### config.mk
export PLATFORM = sky130hd
export DESIGN_NAME = chip8_key_input
export DESIGN_NICKNAME = d
export VERILOG_FILES = /design/src/rtl/chip8_key_input_pkg.sv /design/src/rtl/chip8_key_input_debounce.sv /design/src/rtl/chip8_key_input.sv
export SDC_FILE = /design/constraint.sdc
export NUM_CORES = 1
export LEC_CHECK = 0
export ABC_CLOCK_PERIOD_IN_PS = 1900
export CORE_MARGIN = 5
export CORE_UTILIZATION = 55
export DETAILED_ROUTE_END_ITERATION = 6
export PLACE_DENSITY = 0.75
export SETUP_SLACK_MARGIN = 0.2
export SYNTH_ARGS = -nofsm -noshare
export SYNTH_HDL_FRONTEND = slang
export SYNTH_SLANG_ARGS = --single-unit
export TNS_END_PERCENT = 100
### constraint.sdc
create_clock -name clk -period 1.9 [get_ports clk]
set_input_delay 0.19 -clock clk [delete_from_list [all_inputs] [get_ports clk]]
set_output_delay 0.19 -clock clk [all_outputs]
set_load 0.02 [all_outputs]
### src/rtl/chip8_key_input_pkg.sv
// Shared definitions for the CHIP-8 keypad input block.
// Latency: n/a (types, constants and a helper function only).
// Backpressure: n/a.
//   NUM_KEYS     - number of hex keys on the pad
//   KEY_IDX_W    - width of a key index
//   wait_state_t - FX0A wait FSM encoding
//   lowest_set() - priority encoder, lowest set bit wins
package chip8_key_input_pkg;

  localparam int NUM_KEYS  = 16;
  localparam int KEY_IDX_W = 4;

  typedef enum logic [1:0] {
    IDLE         = 2'd0,
    WAIT_PRESS   = 2'd1,
    WAIT_RELEASE = 2'd2,
    DONE         = 2'd3
  } wait_state_t;

  // Scan from the top down so the lowest set index is the last one written.
  function automatic logic [KEY_IDX_W-1:0] lowest_set(input logic [NUM_KEYS-1:0] v);
    logic [KEY_IDX_W-1:0] idx;
    idx = '0;
    for (int i = NUM_KEYS - 1; i >= 0; i--) begin
      if (v[i]) idx = KEY_IDX_W'(i);
    end
    return idx;
  endfunction

endpackage

### src/rtl/chip8_key_input_debounce.sv
// Single-bit debouncer: output follows input once it has disagreed for DEBOUNCE_CYCLES edges.
// Latency: DEBOUNCE_CYCLES clk edges from a stable change to the registered output.
// Backpressure: none; samples every cycle.
//   clk    - system clock
//   rst_n  - synchronous reset, active low
//   raw    - raw key bit from the scanner
//   stable - debounced key bit, registered
module key_debounce #(
  parameter  int DEBOUNCE_CYCLES = 64,
  localparam int CNT_W           = $clog2(DEBOUNCE_CYCLES + 1)
) (
  input  logic clk,
  input  logic rst_n,
  input  logic raw,
  output logic stable
);

  localparam logic [CNT_W-1:0] LAST = CNT_W'(DEBOUNCE_CYCLES - 1);

  logic [CNT_W-1:0] cnt;

  // The counter tracks how many consecutive edges raw has disagreed with
  // stable; any agreeing sample throws the partial run away.
  always_ff @(posedge clk) begin
    if (!rst_n) begin
      cnt    <= '0;
      stable <= 1'b0;
    end else if (raw == stable) begin
      cnt <= '0;
    end else if (cnt == LAST) begin
      stable <= raw;
      cnt    <= '0;
    end else begin
      cnt <= cnt + CNT_W'(1);
    end
  end

endmodule

### src/rtl/chip8_key_input.sv
// Keypad front end: per-key debounce, SKP/SKNP query mux and FX0A wait-for-key handshake.
// Latency: keys DEBOUNCE_CYCLES after a stable change; wait_done one cycle after keys shows the release.
// Backpressure: none; wait_req is a level held by the CPU, wait_done is a single-cycle pulse.
//   clk, rst_n     - clock, synchronous active-low reset
//   raw_keys       - raw pressed-key vector from the scanner
//   keys, any_key  - debounced key vector and its OR
//   query_idx      - key index for SKP/SKNP; query_pressed = keys[query_idx]
//   wait_req       - FX0A in progress; wait_done/wait_key report the pressed-then-released key
module chip8_key_input
  import chip8_key_input_pkg::*;
#(
  parameter int DEBOUNCE_CYCLES = 64
) (
  input  logic                 clk,
  input  logic                 rst_n,
  input  logic [NUM_KEYS-1:0]  raw_keys,
  output logic [NUM_KEYS-1:0]  keys,
  output logic                 any_key,
  input  logic [KEY_IDX_W-1:0] query_idx,
  output logic                 query_pressed,
  input  logic                 wait_req,
  output logic                 wait_done,
  output logic [KEY_IDX_W-1:0] wait_key
);

  for (genvar g = 0; g < NUM_KEYS; g++) begin : g_deb
    key_debounce #(
      .DEBOUNCE_CYCLES (DEBOUNCE_CYCLES)
    ) u_deb (
      .clk    (clk),
      .rst_n  (rst_n),
      .raw    (raw_keys[g]),
      .stable (keys[g])
    );
  end

  assign any_key       = |keys;
  assign query_pressed = keys[query_idx];

  wait_state_t          state, state_nxt;
  logic [NUM_KEYS-1:0]  held_mask, held_mask_nxt;
  logic [KEY_IDX_W-1:0] sel, sel_nxt;
  logic                 wait_done_nxt;
  logic [KEY_IDX_W-1:0] wait_key_nxt;
  logic [NUM_KEYS-1:0]  cand;

  // Only keys that went down after the wait was armed are candidates.
  assign cand = keys & ~held_mask;

  always_ff @(posedge clk) begin
    if (!rst_n) begin
      state     <= IDLE;
      held_mask <= '0;
      sel       <= '0;
      wait_done <= 1'b0;
      wait_key  <= '0;
    end else begin
      state     <= state_nxt;
      held_mask <= held_mask_nxt;
      sel       <= sel_nxt;
      wait_done <= wait_done_nxt;
      wait_key  <= wait_key_nxt;
    end
  end

  always_comb begin
    state_nxt     = state;
    held_mask_nxt = held_mask;
    sel_nxt       = sel;
    wait_done_nxt = 1'b0;
    wait_key_nxt  = wait_key;

    unique case (state)
      IDLE: begin
        if (wait_req) begin
          state_nxt     = WAIT_PRESS;
          held_mask_nxt = keys;
        end
      end
      WAIT_PRESS: begin
        // Releasing a key that was down at arm time drops it from the mask,
        // so pressing it again counts as a fresh press.
        held_mask_nxt = held_mask & keys;
        if (!wait_req) begin
          state_nxt = IDLE;
        end else if (cand != '0) begin
          sel_nxt   = lowest_set(cand);
          state_nxt = WAIT_RELEASE;
        end
      end
      WAIT_RELEASE: begin
        // An abort takes precedence over a release seen in the same cycle.
        if (!wait_req) begin
          state_nxt = IDLE;
        end else if (!keys[sel]) begin
          wait_done_nxt = 1'b1;
          wait_key_nxt  = sel;
          state_nxt     = DONE;
        end
      end
      DONE: begin
        // Holding here until wait_req drops keeps one FX0A from reporting twice.
        if (!wait_req) state_nxt = IDLE;
      end
      default: state_nxt = IDLE;
    endcase
  end

endmodule

# == After elaboration in Yosys (flattened, before gate mapping) ==
# Index checks and enable logic that the tools add are counted.
# totals
ff_bits,155
input_bits,23
word_cells,186
# op_classes
addsub,16
magnitude_cmp,2
eq_ne,39
muxes,30
n_bitwise,21
n_reduce_logical,41
# op_table
cell,count
7-bit by 1-bit adder with 7-bit output (second input constant),16
7-bit by 6-bit equality test with 1-bit output (second input constant),16
4-bit two-way mux,16
3-bit OR reduction,16
2-bit AND reduction,17
16-bit AND,2
16-bit one-hot mux with 2 select lines,1
1-bit inverter,18
1-bit equality test,16
16-bit two-way mux,1
16-bit inverter,1
16-bit nonzero test,1
16-bit OR reduction,1
2-bit two-way mux,6
4-bit by 5-bit less-than comparator with 1-bit output (second input constant),2
3-bit AND reduction,3
1-bit binary-select mux with 4-bit select,2
2-bit one-hot mux with 4 select lines,1
3-bit != test (second input constant),2
2-bit equality test (second input constant),2
2-bit != test (second input constant),2
4-bit AND reduction,1
1-bit two-way mux,3
2-bit by 1-bit equality test with 1-bit output (second input constant),1
other kinds (2),2

# == Depth between registers and ports, before layout ==
# Gate-level depths: netlist of run 1.
# depth
ltp_word,18
ltp_mapped,7
ltp_nobuf,6

# == Hierarchy ==
# Synthesis of run 1 repeated with hierarchy kept, for this count alone.
# unflattened
hier_cells,776
area_unflattened_um2,7020.5
# modules_own_cells
mod,instances,cells_each,area_per_inst_um2,seq_area_each_um2
key_debounce at g_deb[0].u_deb ...,14,35,324.1,160.2
chip8_key_input,1,218,1825.5,540.5
key_debounce at g_deb[8].u_deb,1,34,331.6,160.2
key_debounce at g_deb[9].u_deb,1,34,326.6,160.2

# == Worst setup path before layout of run 1 ==
# No wires, ideal clock.
# synth_path
path_kind,register to register
startpoint,reg sel[0]
endpoint,reg wait_key[0]
setup_time_ps,72
arrival_time_ps,1598
required_time_ps,1828
setup_slack_ps,230
stages_incl_launch_ff,6
path_buffers,0
period_less_slack_ps,1670
cell_sequence,dfxtp_1 mux4_1 mux2i_1 mux2i_1 nor2_2 mux2i_1
# synth_between
elab_chain_cells,4
# synth_rtl
item,line_no,rtl
start: declaration,chip8_key_input.sv:42,"logic [KEY_IDX_W-1:0] sel, sel_nxt;"
start signal: assignment,chip8_key_input.sv:60,sel <= sel_nxt;
1-bit binary-select mux with 4-bit select,chip8_key_input.sv:95,end else if (!keys[sel]) begin
1-bit two-way mux (implied by the code),chip8_key_input.sv:95,
1-bit inverter (no line),-,
3-bit AND reduction (no line),-,
end signal: assignment,chip8_key_input.sv:62,wait_key <= wait_key_nxt;
end: declaration,chip8_key_input.sv:23,output logic [KEY_IDX_W-1:0] wait_key
# Several ways; a longest one is shown, not always the timed one. The select of a mux whose other input is x is not followed.
# A chain may end at the register's enable or synchronous reset.

# == Final worst setup path of run 1 ==
# layout_path
startpoint,reg g_deb[3].u_deb.stable
endpoint,out query_pressed
# layout_between
elab_chain_cells,2
# layout_rtl
item,line_no,rtl
start: declaration,chip8_key_input_debounce.sv:15,output logic stable
start signal: assignment,chip8_key_input_debounce.sv:31,stable <= raw;
1-bit binary-select mux with 4-bit select,chip8_key_input.sv:38,assign query_pressed = keys[query_idx];
1-bit two-way mux (implied by the code),chip8_key_input.sv:38,
end: declaration,chip8_key_input.sv:20,"output logic query_pressed,"
# No other way between the ends. The select of a mux whose other input is x is not followed.

==> results of run 1 <==
sequential cells by signal (all words and copies together), names as in the netlist:
| name | count |
|---|---|
| g_deb.u_deb.stable | 16 |
| g_deb.u_deb.cnt | 112 |
| wait_key | 4 |
| held_mask | 16 |
| sel | 4 |
| wait_done | 1 |
| state | 2 |
synth_stat cells (all sizes together):
cell	number
a21boi	1
a31oi	1
or2	7
nor4b	1
a211oi	3
mux4	9
o221a	1
o311a	1
o31a	1
dfxtp	155
a21oi	20
o311ai	1
nor4	7
a2111oi	1
buf	30
and3	28
a41oi	1
and2	34
inv	19
mux2i	22
nor2b	44
o21ai	51
xnor2	38
nand2b	11
and4	1
a41o	1
o22ai	2
nor2	131
nand3	45
ha	16
xor2	42
dlygate4sd1	1
or4	1
nand4	1
o221ai	1
nand2	34
clkbuf	11
metal layers:
metal / routed length, µm / share of wire
met5: 0 / 0
met4: 493 / 0.031
met3: 902 / 0.057
met2: 7876 / 0.50
met1: 6590 / 0.42
worst paths after layout:
| kind | endpoint | slack [ps] | depth (start not counted) |
|---|---|---|---|
| worst min register to register | g_deb[4].u_deb.cnt[0]$_SDFF_PP0_ | 440 | 1 |
| worst min-delay path | g_deb[5].u_deb.cnt[2]$_SDFF_PP0_ | 260 | 4 |
| worst max-delay path | query_pressed | -180 | 3 |
| worst max register to register | wait_key[1]$_SDFFE_PN0P_ | 40 | 7 |
cells in the final DEF, fill, tap and decap left out, types with 20 or more instances in the layout:
cell type,count
sky130_fd_sc_hd__dfxtp_1,147
sky130_fd_sc_hd__nor2_1,130
sky130_fd_sc_hd__nand3_1,45
sky130_fd_sc_hd__xor2_1,42
sky130_fd_sc_hd__o21ai_0,40
sky130_fd_sc_hd__xnor2_1,38
sky130_fd_sc_hd__nor2b_1,34
sky130_fd_sc_hd__nand2_1,34
sky130_fd_sc_hd__and2_1,34
sky130_fd_sc_hd__buf_4,30
sky130_fd_sc_hd__and3_1,28
sky130_fd_sc_hd__clkdlybuf4s50_1,23
sky130_fd_sc_hd__a21oi_1,20
final cells by class:
class | instances | area, µm² | area share
Clock buffer | 17 | 425.4 | 0.04915
Clock inverter | 15 | 188.9 | 0.02183
Inverter | 19 | 71.32 | 0.008239
Multi-Input combinational cell | 558 | 3787 | 0.4376
Sequential cell | 155 | 3113 | 0.3596
Tap cell | 172 | 215.2 | 0.02486
Timing Repair Buffer | 92 | 854.6 | 0.09873
what timing repair did:
item                       CTS  global route
buffers inserted             6            16
cloned                       0             0
setup endpoints to repair   27            32
hold buffers                 0             0
pin swaps                    8            16
gates resized for setup     62            54
cell families (layout without fill, tap and decap cells):
kind of cell | Yosys count | in the layout | share of synthesized area
AND/OR/NAND/NOR | 345 | 345 | 0.2452
flip-flops | 155 | 155 | 0.4425
AO/OA/AOI/OAI | 86 | 86 | 0.06942
XOR/XNOR | 80 | 80 | 0.09993
buffers and inverters | 61 | 143 | 0.05193
multiplexers | 31 | 31 | 0.06246
adder cells (fa/ha/maj) | 16 | 16 | 0.02855
power breakdown:
part	internal, mW	total [mW]	switching, mW
clock	2.09	3.52	1.44
sequential	3.28	3.31	0.0250
combinational	0.106	0.239	0.133
total	5.48	7.07	1.59
worst reg2reg max path: stages, from the launching register on:
cell	delay, ps
sky130_fd_sc_hd__dfxtp_2	330
sky130_fd_sc_hd__buf_4	130
sky130_fd_sc_hd__buf_8	120
sky130_fd_sc_hd__mux4_2	490
sky130_fd_sc_hd__mux2i_4	240
sky130_fd_sc_hd__mux2i_4	130
sky130_fd_sc_hd__nor2_4	150
sky130_fd_sc_hd__mux2i_1	190
metrics by stage:
| step | setup WS, ps | total power, mW |
|---|---|---|
| 2_1_floorplan | 230.3 | 3.509 |
| 3_3_place_gp | -658.1 | 3.600 |
| 3_5_place_dp | -729.5 | 3.615 |
| 4_1_cts | -177.2 | 7.109 |
| 5_1_grt | -224.5 | 7.309 |
| 6_report | -177.1 | 7.071 |
==> results summary, run 1 <==
The remaining antenna violation count after routing is 0. The post-synth design cell area came out at 7012 µm². The length of the first detailed-routing pass in iterations is 4. For this design, the slowest cell found on the critical path is sky130_fd_sc_hd__mux4_2.

The instance area after placement is 7580 µm². The post-synthesis cell type count came out at 46. The met1 capacity usage during global routing came out at 0.2471. The type of the worst min-delay path is input port to register. The average routed wire per standard cell came out at 15.43 µm. The cell area power density came out at 817.0 nW/µm². After clock tree synthesis, the clock-pin slew on the worst setup and hold paths is 70 ps.

The time the worst path needs with I/O delays and setup is 2077 ps. In the finished design, the share of the clock period the worst path needs comes to 1.093. The met3 usage in global routing is 0.05261. The worst slew margin relative to its limit came out at 0.6727. The post-layout utilization of the core came out at 0.6887. The worst hold path begins at rst_n. sky130_fd_sc_hd__dfxtp_1 takes more of the synthesized area than any other cell.

Setup violations remaining at the end of the flow were counted as 1. The final-report hold violation count is 0. The synthesized instance count is 774. The number of flip-flops and latches in the synthesized netlist came out at 155.

The share of the synthesized area in the top cell type came out at 0.4425. A synthesized cell averages 9.059 µm². The signal arrival time at the worst endpoint came out at 1890 ps. The routed via count is 5,522.

Detailed placement finished with a half-perimeter wire length of 10,440 µm. At the pin with the least slew margin, the transition time is 485.9 ps. The met2 global-route usage is 0.3621.

The clock skew is 9.278 ps. Of the cells placed in the final design, the portion with a size suffix greater than 1 is 0.1671. The worst setup path is of the register to output port kind. The overall track demand over capacity in global routing came out at 0.2111. The total of max-cap violations came out at 0. The delay of the slowest cell on the worst path is 500 ps. The run finished, with violations left. The leakage power summed over all cells is 3.443 nW.

The checks that failed: negative setup slack. The count of final max-slew check failures is 0. The number of antenna diodes is 0. The die outline height is 122.9 µm. The global routing stage identified its most utilized layer as met2. Setup repair after global routing could not meet its margin everywhere. For this configuration, the core starts out at a cell density of 0.5579. The global-route wire length before repair is 25,110 µm. The number of nets at the end of the flow is 882. The biggest fanout along the worst timing path came out at 2. The cell count after placement came out at 974. Across all hold checks on the routed design, the worst slack comes to 264.4 ps. In this run the core area contains 41 standard-cell rows. The final layout contains routed wiring with a total length of 15,860 µm. Walking the worst path, the cells encountered are mux4_2, mux4_2, buf_6. Counting along the longest clock path gives a buffer depth of 2. The area added between synthesis and finish is 23.45%.

After synthesis, the cell types taking the most area are sky130_fd_sc_hd__dfxtp_1, sky130_fd_sc_hd__nor2_1, sky130_fd_sc_hd__xor2_1. Timing would allow up to 481.5 MHz. The DRC violation count after routing came out at 0.

The H-tree generated during clock tree synthesis spans 4 levels. The clock insertion delay at the later pin of the skew report came out at 430 ps. The number of filler instances in the final layout is 904. The via count of the first global-routing pass came out at 5,505. Entering global routing, the biggest net connects 73 pins. STA puts the critical path data required time at 1710 ps.

The share of the Yosys chip area taken by registers is 0.4425. The critical path endpoint category is an output port. Synthesis produced a netlist with a net count of 813. The launching point of the worst reg2reg path is g_deb[15].u_deb.stable$_SDFFE_PN0P_. The maximum vdd ir drop came out at 0.7206 mV. The number of violations reported at the end of detailed-routing iteration 0 is 317.

Counting both buffers and inverters, the worst setup path holds a total of 1. The core box area is 12,570 µm². The area enclosed by the die boundary is 15,110 µm². The number of sinks on the clock net came out at 155. TritonCTS built the clock tree.

The number of buffer cells added on primary ports came out at 45. The number of warning messages in the yosys log is 0. The weighted congestion reported at the end of routability-driven placement came out at 0.9085.

Counting stages on the worst path, the most repeated cell is sky130_fd_sc_hd__mux4_2. Summed over all layers, the global routing overflow is 0. The number of CTS-inserted buffers came out at 17. The post-route non-filler standard cell count is 1,028.

The initial antenna violation count came out at 0. Summing all non-filler instances in the final layout gives an area of 8656 µm². Broken down by cell family, the worst path's largest delay share belongs to multiplexers. The die outline width is 122.9 µm. The smallest setup slack after layout is -177.1 ps. After detailed routing, the number of vias per cell comes to 5.372. The tree is rooted in a sky130_fd_sc_hd__clkbuf_16. Summed over all failing endpoints, the final setup total negative slack is -177.1 ps. STA classifies the critical path startpoint as a register. The startpoint of the worst setup timing path is g_deb[3].u_deb.stable$_SDFFE_PN0P_. The total I/O pin count is 46.
Power figures use the tool's default switching activity.
==> run 2: changes to the inputs <==
Settings changed: CORE_UTILIZATION 55 to 45, MAX_ROUTING_LAYER set to met4, PLACE_DENSITY 0.75 to not set.
==> results summary, run 2 (synthesis gave the netlist of run 1 again) <==
The average routed wire per standard cell came out at 13.81 µm (-10%). The remaining global-route overflow came out at 0 (unchanged). The critical path in this run is classified as input port to output port. The starting density of the core came to 0.4595 (-0.09836).

The total I/O pin count is 46 (unchanged). The number of antenna diodes is 0 (unchanged). The depth of the CTS H-tree is 4 (unchanged). The standard-cell row count came to 45 (+9.8%). The sum of negative setup slack is -137.4 ps (+39.65 ps). The worst slew margin relative to its limit is 0.6374 (-0.03530).

The post-DP HPWL came out at 10,350 µm (-0.85%). The leakage power summed over all cells came out at 3.301 nW (-4.1%). The checks that failed: negative setup slack. The highest attainable clock frequency was 490.8 MHz (+1.9%). The post-layout utilization of the core was 0.5548 (-0.1339). The initial antenna violation count is 0 (unchanged). The post-route non-filler standard cell count came to 1,054 (+2.5%).

For this design, the slowest cell found on the critical path is sky130_fd_sc_hd__clkdlybuf4s50_1. The die outline height came to 134.8 µm (+9.7%). The deepest clock path buffer count came out at 2 (unchanged).

Setup repair after global routing could not meet its margin everywhere. The total of max-cap violations came out at 0 (unchanged). The ratio of routed vias to standard cells came out at 5.004 (-6.8%). The most frequent standard cell in the layout excluding fill and tap cells is sky130_fd_sc_hd__dfxtp_1. The overall track demand over capacity in global routing is 0.1731 (-0.03805). The number of hold-repair buffers added at the cts stage is 0 (unchanged).

The core box area was 15,260 µm² (+21%). The instance area after placement came out at 7666 µm² (+1.1%). The die outline width is 134.8 µm (+9.7%). The length of the first detailed-routing pass in iterations came out at 5 (+1). The path class of the tightest hold or removal check is input port to register. Clock tree synthesis selected as its root buffer the cell sky130_fd_sc_hd__clkbuf_16.

The run finished, with violations left. The top cell types in the final layout, fill and taps aside, are sky130_fd_sc_hd__dfxtp_1, sky130_fd_sc_hd__nor2_1, sky130_fd_sc_hd__nand3_1. The delay of the slowest cell on the worst path is 520 ps (+20 ps). The flip-flop count of the largest register, all copies and words added is 112 (unchanged). The weighted congestion reported at the end of routability-driven placement is 0.8291 (-8.7%). In this design, the critical path's most frequently occurring cell is sky130_fd_sc_hd__mux4_2. The total buffers and inverters traversed by the critical path is 2 (+1). The DRC violation count after routing is 0 (unchanged).

The final-report hold violation count came out at 0 (unchanged). The routed via count is 5,274 (-4.5%). The area growth from synthesis to layout is 20.74%. The largest registers in the layout are g_deb.u_deb.cnt (112), g_deb.u_deb.stable (16), held_mask (16).

The global-route wire length before repair was 24,620 µm (-2.0%). The clock skew came to 7.839 ps (-1.440 ps). The clock tree from TritonCTS is built. The biggest fanout along the worst timing path is 2 (unchanged). The number of violations reported at the end of detailed-routing iteration 0 is 300 (-5.4%). The number of nets at the end of the flow is 871 (-1.2%). The setup slack of the most critical reg-to-reg path came out at 100 ps (+60 ps). The count of final max-slew check failures came out at 0 (unchanged). The maximum vdd ir drop came to 0.6687 mV (-7.2%). The remaining antenna violation count after routing came out at 0 (unchanged). STA classifies the critical path startpoint as an input port.

The transition time at the pin with the least slew margin came out at 538.3 ps (+52.40 ps). The cell area power density is 789.6 nW/µm² (-3.4%). The number of sinks on the clock net came out at 155 (unchanged). The number of CTS-inserted buffers came out at 17 (unchanged). The required time at the endpoint of the critical path is 1710 ps (about the same). The fraction of layout cells with a size suffix above 1 is 0.1447 (-0.02233). The final standard cell area without fillers is 8466 µm² (-2.2%). The number of buffer cells added on primary ports came out at 45 (unchanged). The pin count of the biggest net entering global routing is 73 (unchanged).

The critical path's top delay family is multiplexers. The clock slew at the register clock pins of the worst setup and hold paths is 60 ps (about the same). The signal arrival time at the worst endpoint came to 1850 ps (-40 ps). The time the worst path needs with I/O delays and setup came out at 2037 ps (-39.65 ps). The via count of the first global-routing pass came out at 5,238 (-4.9%). Counting flops per register, the top entry is g_deb.u_deb.cnt. STA classifies the critical path endpoint as an output port.

The period utilization was 1.072 (-0.02087). The clock insertion delay at the later pin of the skew report came out at 420 ps (about the same). The area enclosed by the die boundary was 18,180 µm² (+20%). The smallest setup slack after layout is -137.4 ps (+39.65 ps). Walking the worst path, the cells encountered are clkdlybuf4s50_1, mux4_2, mux4_2, buf_6. The cell count after placement came out at 1,018 (+4.5%). The total chip power is 6.684 mW (-5.5%). The final routed wirelength across all metal layers came to 14,560 µm (-8.2%). The number of setup violations in the final report is 1 (unchanged).
## run 2: cell count changes in the layout (fill, tap and decap cells not counted), moves of 3 or more
cell / before / now
sky130_fd_sc_hd__inv_6: 4 / 0
sky130_fd_sc_hd__clkinv_4: 5 / 0
sky130_fd_sc_hd__dfxtp_2: 8 / 5
sky130_fd_sc_hd__clkinv_2: 1 / 5
sky130_fd_sc_hd__clkbuf_8: 0 / 3
sky130_fd_sc_hd__buf_6: 14 / 6
sky130_fd_sc_hd__clkbuf_2: 3 / 0
## run 2: worst paths after layout
path                                       start                                 to  cells after the start
min reg2reg    g_deb[13].u_deb.cnt[0]$_SDFF_PP0_  g_deb[13].u_deb.cnt[0]$_SDFF_PP0_                      1
min                                        rst_n  g_deb[10].u_deb.cnt[2]$_SDFF_PP0_                      4
max reg2reg  g_deb[15].u_deb.stable$_SDFFE_PN0P_           wait_key[1]$_SDFFE_PN0P_                      6
max                                 query_idx[1]                      query_pressed                      4
## run 2: cell type report
cell class | count | area (µm²)
clock buffer | 22 | 474.2
timing repair buffer | 81 | 732.0
fill | 1349 | 6793
inverter | 19 | 71.32
sequential | 155 | 3113
tap | 211 | 264.0
clock inverter | 8 | 70.07
multi-input combinational | 558 | 3741
## run 2: what timing repair did
item,in CTS,in global routing
gates resized for setup,44,49
setup endpoints to repair,27,29
setup buffers,3,3
pin swaps,4,7
## run 2: tightest hold or removal path: stages
cell and delay [ps]:
sky130_fd_sc_hd__buf_2 110, sky130_fd_sc_hd__buf_12 180, sky130_fd_sc_hd__nand2_1 110, sky130_fd_sc_hd__nor2_1 50
## run 2: per-layer routing
metal  wire (µm)  up-vias  track usage
met5           0        -            -
met4         253        0      0.05713
met3         945       25      0.05775
met2        6788      103       0.2721
met1        6571     2464       0.2102
li1            -     2682            -
## run 2: per-stage QoR
step                      setup slack (ps)  hold slack, ps
after global routing                -191.9           274.1
after global placement              -671.5           422.1
final                               -137.4           277.8
after detailed placement            -693.2           433.1
after floorplan                      230.3           359.1
after CTS                           -150.9           263.3
## run 2: where the power goes
| group | total [mW] | internal (mW) | switching (mW) |
|---|---|---|---|
| combinational | 0.233 | 0.105 | 0.128 |
| clock | 3.14 | 1.88 | 1.27 |
| sequential | 3.31 | 3.28 | 0.0248 |
| total | 6.68 | 5.27 | 1.42 |
==> run 3: changes to the inputs <==
Settings changed: PLACE_DENSITY_LB_ADDON set to 0.15.
==> results summary, run 3 (synthesis gave the netlist of run 1 again) <==
The post-DP HPWL is 10,430 µm (+0.83%). The worst slew margin relative to its limit came out at 0.6512 (+0.01381). The via count of the first global-routing pass is 5,196 (-0.80%).

The standard-cell row count came to 45 (unchanged). The flip-flop count of the largest register, all copies and words added came out at 112 (unchanged). The final-report hold violation count was 0 (unchanged). The number of CTS-inserted buffers was 17 (unchanged).

The cell with the most instances on the worst path is sky130_fd_sc_hd__mux4_2. The count of final max-slew check failures is 0 (unchanged). The highest attainable clock frequency came to 495.6 MHz (+0.97%).

The number of antenna diodes came out at 0 (unchanged). The weighted congestion reported at the end of routability-driven placement is 0.8466 (+2.1%). The delay of the slowest cell on the worst path was 480 ps (-40 ps).

Setup repair after global routing could not meet its margin everywhere. The run finished, with violations left. The number of sinks on the clock net came out at 155 (unchanged). The deepest clock path buffer count came out at 2 (unchanged). The footprint of the multi-input gates was 3739 µm² (about the same). The global-route wire length before repair came out at 24,350 µm (-1.1%). The clock skew is 8.090 ps (+0.2509 ps).

The number of nets at the end of the flow came to 872 (+0.11%). The number of setup violations in the final report is 1 (unchanged). The average routed wire per standard cell is 13.76 µm (-0.35%). The DRC violation count after routing came to 0 (unchanged).

For this design, the slowest cell found on the critical path is sky130_fd_sc_hd__mux4_2. The maximum vdd ir drop came out at 0.8619 mV (+29%). The cell area power density came to 817.5 nW/µm² (+3.5%). The die outline width came out at 134.8 µm (unchanged). The final reports fail on negative setup slack. In the final layout, the registers with the most flip-flops are g_deb.u_deb.cnt (112), g_deb.u_deb.stable (16), held_mask (16). The clock slew at the register clock pins of the worst setup and hold paths came out at 60 ps (about the same). The required time at the endpoint of the critical path was 1710 ps (about the same). The final routed wirelength across all metal layers came out at 14,550 µm (about the same). The min-delay analysis places its worst path in the category input port to register. The cell count after placement came out at 1,016 (-0.20%).

The remaining antenna violation count after routing is 0 (unchanged). Leaving out fill and tap cells, the most frequent cells in the layout are sky130_fd_sc_hd__dfxtp_1, sky130_fd_sc_hd__nor2_1, sky130_fd_sc_hd__nand3_1. The number of hold-repair buffers added at the cts stage was 0 (unchanged). The instance area after placement came to 7651 µm² (-0.20%). The smallest setup slack after layout came out at -117.9 ps (+19.51 ps).

The worst slack at placement came out at -679.3 ps (+13.82 ps). The fraction of layout cells with a size suffix above 1 came out at 0.1454 (+0.0006688). The total of max-cap violations was 0 (unchanged). The routed via count came to 5,209 (-1.2%). The initial antenna violation count is 0 (unchanged).

The area enclosed by the die boundary came out at 18,180 µm² (unchanged). The signal arrival time at the worst endpoint was 1830 ps (-20 ps). Leaving out fill and tap cells, the most frequent cell in the layout is sky130_fd_sc_hd__dfxtp_1. The core box area came out at 15,260 µm² (unchanged). The tree is rooted in a sky130_fd_sc_hd__clkbuf_16. The number of violations reported at the end of detailed-routing iteration 0 came out at 218 (-27%). The pin count of the biggest net entering global routing came out at 73 (unchanged). The critical path endpoint category is an output port. The number of filler instances in the final layout was 1,312 (-2.7%). The overall track demand over capacity in global routing came out at 0.1718 (-0.001284). The register cell area after layout is 3112 µm² (about the same). The sum of negative setup slack came out at -117.9 ps (+19.51 ps). The time the worst path needs with I/O delays and setup is 2018 ps (-19.51 ps).

The post-layout utilization of the core came out at 0.5615 (+0.006724). The clock tree from TritonCTS is built. The length of the first detailed-routing pass in iterations was 4 (-1).

The remaining global-route overflow is 0 (unchanged). The total I/O pin count is 46 (unchanged). The depth of the CTS H-tree came to 4 (unchanged). The area added between synthesis and finish came out at 22.20%.

The die outline height came out at 134.8 µm (unchanged). The signal on the critical path passes through mux4_2, mux4_2, buf_6. The biggest fanout along the worst timing path is 2 (unchanged). The total chip power came out at 7.005 mW (+4.8%). The number of buffer cells added on primary ports came to 45 (unchanged).

g_deb.u_deb.cnt holds more flip-flops than any other register. The leakage power summed over all cells was 3.343 nW (+1.3%). The period utilization came out at 1.062 (-0.01027). By startpoint and endpoint, the worst setup path is classified as register to output port. The post-route non-filler standard cell count is 1,057 (+0.28%). The ratio of routed vias to standard cells is 4.928 (-1.5%). The clock insertion delay at the later pin of the skew report came out at 420 ps (about the same). The final standard cell area without fillers came out at 8568 µm² (+1.2%). The starting density of the core is 0.4595 (unchanged). The smallest hold slack is 267.3 ps (-10.52 ps).

The sort of element at the start of the critical path is a register. The transition time at the pin with the least slew margin came to 517.8 ps (-20.50 ps).
==> run 3: changes by cell type in the layout (fill, tap and decap cells not counted), moves of 2 or more <==
cell	before	now
sky130_fd_sc_hd__buf_4	30	23
sky130_fd_sc_hd__buf_6	6	14
sky130_fd_sc_hd__bufinv_16	1	3
sky130_fd_sc_hd__clkinv_2	5	1
sky130_fd_sc_hd__clkinvlp_4	2	6
sky130_fd_sc_hd__dfxtp_2	5	7
sky130_fd_sc_hd__nor2b_4	7	5
sky130_fd_sc_hd__o21ai_1	8	12
sky130_fd_sc_hd__o21ai_2	3	0
==> run 3: cell type report <==
type	instances	area share
multi-input combinational	558	0.4363
sequential	155	0.3632
timing repair buffer	82	0.08966
clock buffer	22	0.05534
tap	211	0.03081
clock inverter	10	0.01636
inverter	19	0.008324
==> run 3: power by group <==
| part | switching, mW | total [mW] | leakage, nW | internal, mW |
|---|---|---|---|---|
| combinational | 0.128 | 0.232 | 1.81 | 0.103 |
| sequential | 0.0226 | 3.31 | 1.26 | 3.28 |
| clock | 1.30 | 3.47 | 0.281 | 2.17 |
==> run 3: worst paths after layout <==
check                                      start                                 to  slack, ps  cells past startpoint
min reg2reg     g_deb[4].u_deb.cnt[0]$_SDFF_PP0_   g_deb[4].u_deb.cnt[0]$_SDFF_PP0_        440                      1
max           g_deb[9].u_deb.stable$_SDFFE_PN0P_                      query_pressed       -120                      3
min                                        rst_n  g_deb[10].u_deb.cnt[4]$_SDFF_PP0_        270                      4
max reg2reg  g_deb[15].u_deb.stable$_SDFFE_PN0P_           wait_key[2]$_SDFFE_PN0P_         40                      7
==> run 3: worst max-delay path: cells and delay by family (launching register included) <==
family / cells / cell delay (ps)
flip-flops: 1 / 320
buffers and inverters: 1 / 150
multiplexers: 2 / 940
==> run 3: metal layers <==
layer  global-route usage  part of all wire  vias up
met5                    -                 0        -
met4              0.06165             0.017        0
met3              0.05291             0.049       20
met2               0.2752              0.48       83
li1                     -                 -     2682
met1               0.2051              0.46     2424
==> run 3: repair_timing <==
item,4_1_cts,5_1_grt
gates cloned,0,0
gates resized for setup,67,33
pin swaps,4,10
buffers inserted,3,6
setup endpoints to repair,27,20
endpoints found under the hold margin,0,0
